`config.mk`:
```
export PLATFORM = sky130hd
export DESIGN_NAME = hm74_serial_decoder
export DESIGN_NICKNAME = d
export VERILOG_FILES = /design/src/rtl/hm74_serial_decoder.sv
export SDC_FILE = /design/constraint.sdc
export NUM_CORES = 1
export LEC_CHECK = 0
export CAP_MARGIN = 20
export CORE_UTILIZATION = 51
export DETAILED_ROUTE_END_ITERATION = 7
export GPL_TIMING_DRIVEN = 0
export PLACE_DENSITY = 0.78
export SYNTH_ARGS = -nofsm -noshare
export SYNTH_HDL_FRONTEND = slang
export SYNTH_SLANG_ARGS = --single-unit
export TNS_END_PERCENT = 10
```
`constraint.sdc`:
```
create_clock -name clk -period 2 [get_ports clk]
set_clock_uncertainty 0.1 [all_clocks]
set_input_delay 0.4 -clock clk [delete_from_list [all_inputs] [get_ports clk]]
set_output_delay 0.4 -clock clk [all_outputs]
set_load 0.005 [all_outputs]
```
`src/rtl/hm74_serial_decoder.sv`:
```
// hm74_serial_decoder
//   Deserialises modified Hamming(7,4) codewords {p0,p1,d3,p2,d2,d1,d0}
//   (MSB first), corrects single-bit errors and optionally packs two
//   nibbles into one byte (first nibble in [7:4]). Results leave through a
//   single-entry valid/ready output register; a beat that finds the
//   register full and not being drained is dropped and flags overflow.
// Ports:
//   clk, rst_n        clock (rising edge), async active-low reset
//   sync              frame align: clears bit counter and pending nibble
//   sdi, sdi_valid    serial bit and its qualifier
//   out_data/out_corr decoded byte/nibble and "some nibble was corrected"
//   out_valid/ready   output handshake
//   overflow          sticky dropped-beat flag
//   err_cnt           saturating corrected-codeword count
// Optional feature: define HM74_ERRCNT_EN to build the error counter;
// otherwise err_cnt is tied to 0.
module hm74_serial_decoder #(
    parameter int PACK  = 1,
    parameter int CNT_W = 8
) (
    input  logic             clk,
    input  logic             rst_n,
    input  logic             sync,
    input  logic             sdi,
    input  logic             sdi_valid,
    output logic [7:0]       out_data,
    output logic             out_corr,
    output logic             out_valid,
    input  logic             out_ready,
    output logic             overflow,
    output logic [CNT_W-1:0] err_cnt
);
    logic [2:0] bitcnt;
    logic [5:0] shift;
    logic [3:0] hold;
    logic       corr_hold;
    logic       hi_pend;

    logic       done;
    logic [6:0] cw;
    logic [6:0] flip;
    logic [6:0] fixed;
    logic [2:0] pos;
    logic [3:0] nib;
    logic       corr;
    logic       beat;
    logic [7:0] beat_data;
    logic       beat_corr;

    // sync takes precedence, so a bit arriving with sync never completes a word
    assign done = sdi_valid && !sync && (bitcnt == 3'd6);
    assign cw   = {shift, sdi};

    always_comb begin
        pos[0] = cw[6] ^ cw[4] ^ cw[2] ^ cw[0];
        pos[1] = cw[5] ^ cw[4] ^ cw[1] ^ cw[0];
        pos[2] = cw[3] ^ cw[2] ^ cw[1] ^ cw[0];
        flip   = '0;
        // syndrome value p names bit position p counted from the MSB (1-based)
        if (pos != 3'd0)
            flip[3'd7 - pos] = 1'b1;
        fixed = cw ^ flip;
        nib   = {fixed[4], fixed[2], fixed[1], fixed[0]};
        corr  = (pos != 3'd0);
    end

    always_comb begin
        if (PACK != 0) begin
            beat      = done && hi_pend;
            beat_data = {hold, nib};
            beat_corr = corr_hold | corr;
        end else begin
            beat      = done;
            beat_data = {4'h0, nib};
            beat_corr = corr;
        end
    end

    // deserialiser and nibble-pairing state
    always_ff @(posedge clk or negedge rst_n) begin
        if (!rst_n) begin
            bitcnt    <= '0;
            shift     <= '0;
            hold      <= '0;
            corr_hold <= 1'b0;
            hi_pend   <= 1'b0;
        end else begin
            if (sync) begin
                bitcnt  <= sdi_valid ? 3'd1 : 3'd0;
                hi_pend <= 1'b0;
                if (sdi_valid)
                    shift <= {5'd0, sdi};
            end else if (sdi_valid) begin
                bitcnt <= (bitcnt == 3'd6) ? 3'd0 : bitcnt + 3'd1;
                shift  <= {shift[4:0], sdi};
            end
            if (done && PACK != 0) begin
                if (hi_pend) begin
                    hi_pend <= 1'b0;
                end else begin
                    hold      <= nib;
                    corr_hold <= corr;
                    hi_pend   <= 1'b1;
                end
            end
        end
    end

    // single-entry output register; accepting and reloading in one cycle is allowed
    always_ff @(posedge clk or negedge rst_n) begin
        if (!rst_n) begin
            out_data  <= '0;
            out_corr  <= 1'b0;
            out_valid <= 1'b0;
            overflow  <= 1'b0;
        end else if (beat) begin
            if (!out_valid || out_ready) begin
                out_data  <= beat_data;
                out_corr  <= beat_corr;
                out_valid <= 1'b1;
            end else begin
                overflow <= 1'b1;
            end
        end else if (out_valid && out_ready) begin
            out_valid <= 1'b0;
        end
    end

`ifdef HM74_ERRCNT_EN
    // counts every corrected codeword, including ones whose beat is dropped
    always_ff @(posedge clk or negedge rst_n) begin
        if (!rst_n)
            err_cnt <= '0;
        else if (done && corr && err_cnt != {CNT_W{1'b1}})
            err_cnt <= err_cnt + 1'b1;
    end
`else
    assign err_cnt = '0;
`endif

endmodule

```
==> impl_metrics.tcl <==
set metrics [dict create \
    status "finished, final reports clean" \
    leakage_nw 0.737 \
    power_density_nw_per_um2 631 \
    grt_overflow 0 \
    cts_tree "built" \
    cts_max_path_buffers 2 \
    clkTransAtPathRegs_ns 0.13 \
    critical_path.top_delay_family "buffers and inverters" \
    htree_levels 1 \
    cp.arrival_ns 2.07 \
    worstMarginPinSlew_ns 0.683 \
    place_ws_ns -0.282 \
    port_buffers 15 \
    yosys_register_bits 26 \
    ys_types 28 \
    grt_max_degree 27 \
    gp_congestion 0.783 \
    critPathCaptureType "register" \
    fin_tns_setup_ns 0 \
    cts-root-buf "clkbuf_4" \
    die_w_um 52.9 \
    worst-path-max-fanout 5 \
    syn_inst 129 \
    cts.sinks 26 \
    async_flop_share 1.00 \
    finalPower_mw 1.01 \
    placed_area_sq_um 1530 \
    dr.pass1.iters 4 \
    coreArea_sq_um 2450 \
    yosysMostFrequentCell "dfrtp_1" \
    first_iter_violations 15 \
    yosysWarningCount 0 \
    grt_pass1_wl_um 3940 \
    fmax_mhz 502 \
    drtAntennaViolNets 0 \
    min_period_ns 1.99 \
    cts_buffers 3 \
    grt_pass1_vias 902 \
    ioPinCount 25 \
    clk_latency_ns 0.31 \
    synth_top_area_frac 0.493 \
    synth_edf_count 0 \
    hp-class "in -> reg" \
    slew-limit-headroom 0.543 \
    nets 163 \
    yosys-top-cells-count "dfrtp_1, a21oi_1, nor2_1" \
    min_period_over_period 0.996 \
    syn_to_final_growth_pct 20.9 \
    peakVddDrop_v 0.000391 \
    drc 0 \
    synthTopCellsByArea "dfrtp_1, a21oi_1, buf_4, mux2_2, nand3b_1" \
    start_util 0.537 \
    ys.flop_type "dfrtp_1" \
    path_class "in -> reg" \
    die_area_sq_um 2790 \
    finalInstanceArea_sq_um 1590 \
    slowest_delay_ns 0.55 \
    wl_um 2390 \
    cp.required_ns 2.08 \
    grt_usage 0.198 \
    critPathLaunchType "input pin" \
    crit_path_top_delay_cell "clkdlybuf4s50_1" \
    setup-violations-final 0 \
    synth_area_leader_cell "dfrtp_1" \
    post_drt_wl_per_cell_um 12.8 \
    path_buf_inv 1 \
    max_cap_violations 0 \
    maxSlewViolCount 0 \
    antenna-diode-count 0 \
    vias 955 \
    netlist_area_sq_um 1320 \
    antenna_found_initial 0 \
    die_h_um 52.9 \
    syn_avg_cell_area_sq_um 10.2 \
    viasPerCell 5.13 \
    hpwl_um 1740 \
    path_cells "clkdlybuf4s50_1 > xnor2_1 > nand3_1 > nand2_1 > mux2i_1 > a21oi_1" \
    setup_ws_ns 0.00701 \
    layout-drive-gt1-share 0.199 \
    std_cell_rows 18 \
    whs_ns 0.326 \
    finalHoldViolations 0 \
    ys_seq_area_frac 0.493 \
]
-- report_power, final --
group          total [mW]  internal (mW)  switching, mW
registers           0.561          0.542         0.0192
clock network       0.258          0.111          0.146
logic               0.187         0.0832          0.104
-- final cells by class --
| class | count | area [sq um] |
|---|---|---|
| repair buffers | 16 | 165 |
| clock buffers | 4 | 36.3 |
| well taps | 30 | 37.5 |
| multi-input cells | 90 | 592 |
| inverters | 6 | 22.5 |
| flip-flops and latches | 26 | 651 |
| plain buffers | 14 | 90.1 |
| fillers | 204 | 861 |
-- state kept, by name (all words and copies together), names as in the netlist --
signal,flops
out_valid,1
out_data,8
corr_hold,1
hi_pend,1
out_corr,1
overflow,1
bitcnt,3
shift,6
hold,4
-- path summary, 6_finish.rpt --
| path | depth (start not counted) | slack (ns) | start | end |
|---|---|---|---|---|
| max | 6 | 0.007 | sdi | hold[0]$_DFFE_PN0P_ |
| min | 3 | 0.33 | sdi_valid | shift[5]$_DFFE_PN0P_ |
| max reg2reg | 5 | 0.11 | shift[1]$_DFFE_PN0P_ | hold[1]$_DFFE_PN0P_ |
| min reg2reg | 1 | 0.39 | overflow$_DFFE_PN0P_ | overflow$_DFFE_PN0P_ |
| max in group asynchronous | 2 | 0.90 | rst_n | hold[2]$_DFFE_PN0P_ |
| min in group asynchronous | 1 | 0.39 | rst_n | out_data[7]$_DFFE_PN0P_ |
-- cell usage in the layout, fill, tap and decap left out --
| master | count |
|---|---|
| nor3_2 | 1 |
| a21oi_2 | 1 |
| nand3_1 | 4 |
| mux2i_1 | 1 |
| o21ai_2 | 2 |
| nand2_1 | 6 |
| buf_8 | 1 |
| dfrtp_1 | 26 |
| o21ai_0 | 8 |
| xor3_2 | 1 |
| xnor2_2 | 2 |
| nand2b_1 | 2 |
| a31oi_1 | 1 |
| xnor2_1 | 4 |
| buf_4 | 8 |
| nand4b_1 | 2 |
| clkbuf_1 | 2 |
| xor2_1 | 3 |
| nor2_1 | 12 |
| o21bai_1 | 1 |
| a21oi_1 | 13 |
| clkbuf_4 | 4 |
| and3_1 | 1 |
| conb_1 | 8 |
| nor3_1 | 4 |
| clkbuf_8 | 1 |
| clkdlybuf4s50_1 | 15 |
| inv_1 | 6 |
| buf_2 | 3 |
| mux2_2 | 5 |
| nand3b_1 | 6 |
| xor2_2 | 2 |
-- cells by family after synthesis --
kind of cell / after synthesis / synth area share
AO/OA/AOI/OAI: 26 / 0.110
XOR/XNOR: 12 / 0.109
buffers and inverters: 20 / 0.0835
flip-flops: 26 / 0.493
multiplexers: 6 / 0.0503
other: 1 / 0.00284
AND/OR/NAND/NOR: 38 / 0.151
-- per-layer routing --
metal / routed length, um / up-vias / track usage
li1: - / 471 / -
met1: 985 / 450 / 0.234
met2: 1260 / 24 / 0.344
met3: 78 / 10 / 0.0287
met4: 62 / 0 / 0.105
met5: 0 / - / 0
-- per-stage QoR --
stage	std cells	utilization
2_1_floorplan	136	-
3_5_place_dp	181	0.624
4_1_cts	185	0.639
3_3_place_gp	181	0.624
5_1_grt	186	0.649
6_report	186	0.649
-- worst min-delay path, cell delays in order --
cell,delay (ns)
buf_2,0.15
nand3b_1,0.09
o21ai_0,0.07
-- what timing repair did --
action,4_1_cts,5_1_grt
setup buffers,0,0
setup endpoints to repair,0,3
resized for setup,0,2
hold buffers,0,0
Note: power is estimated with default switching activity, not from simulation.
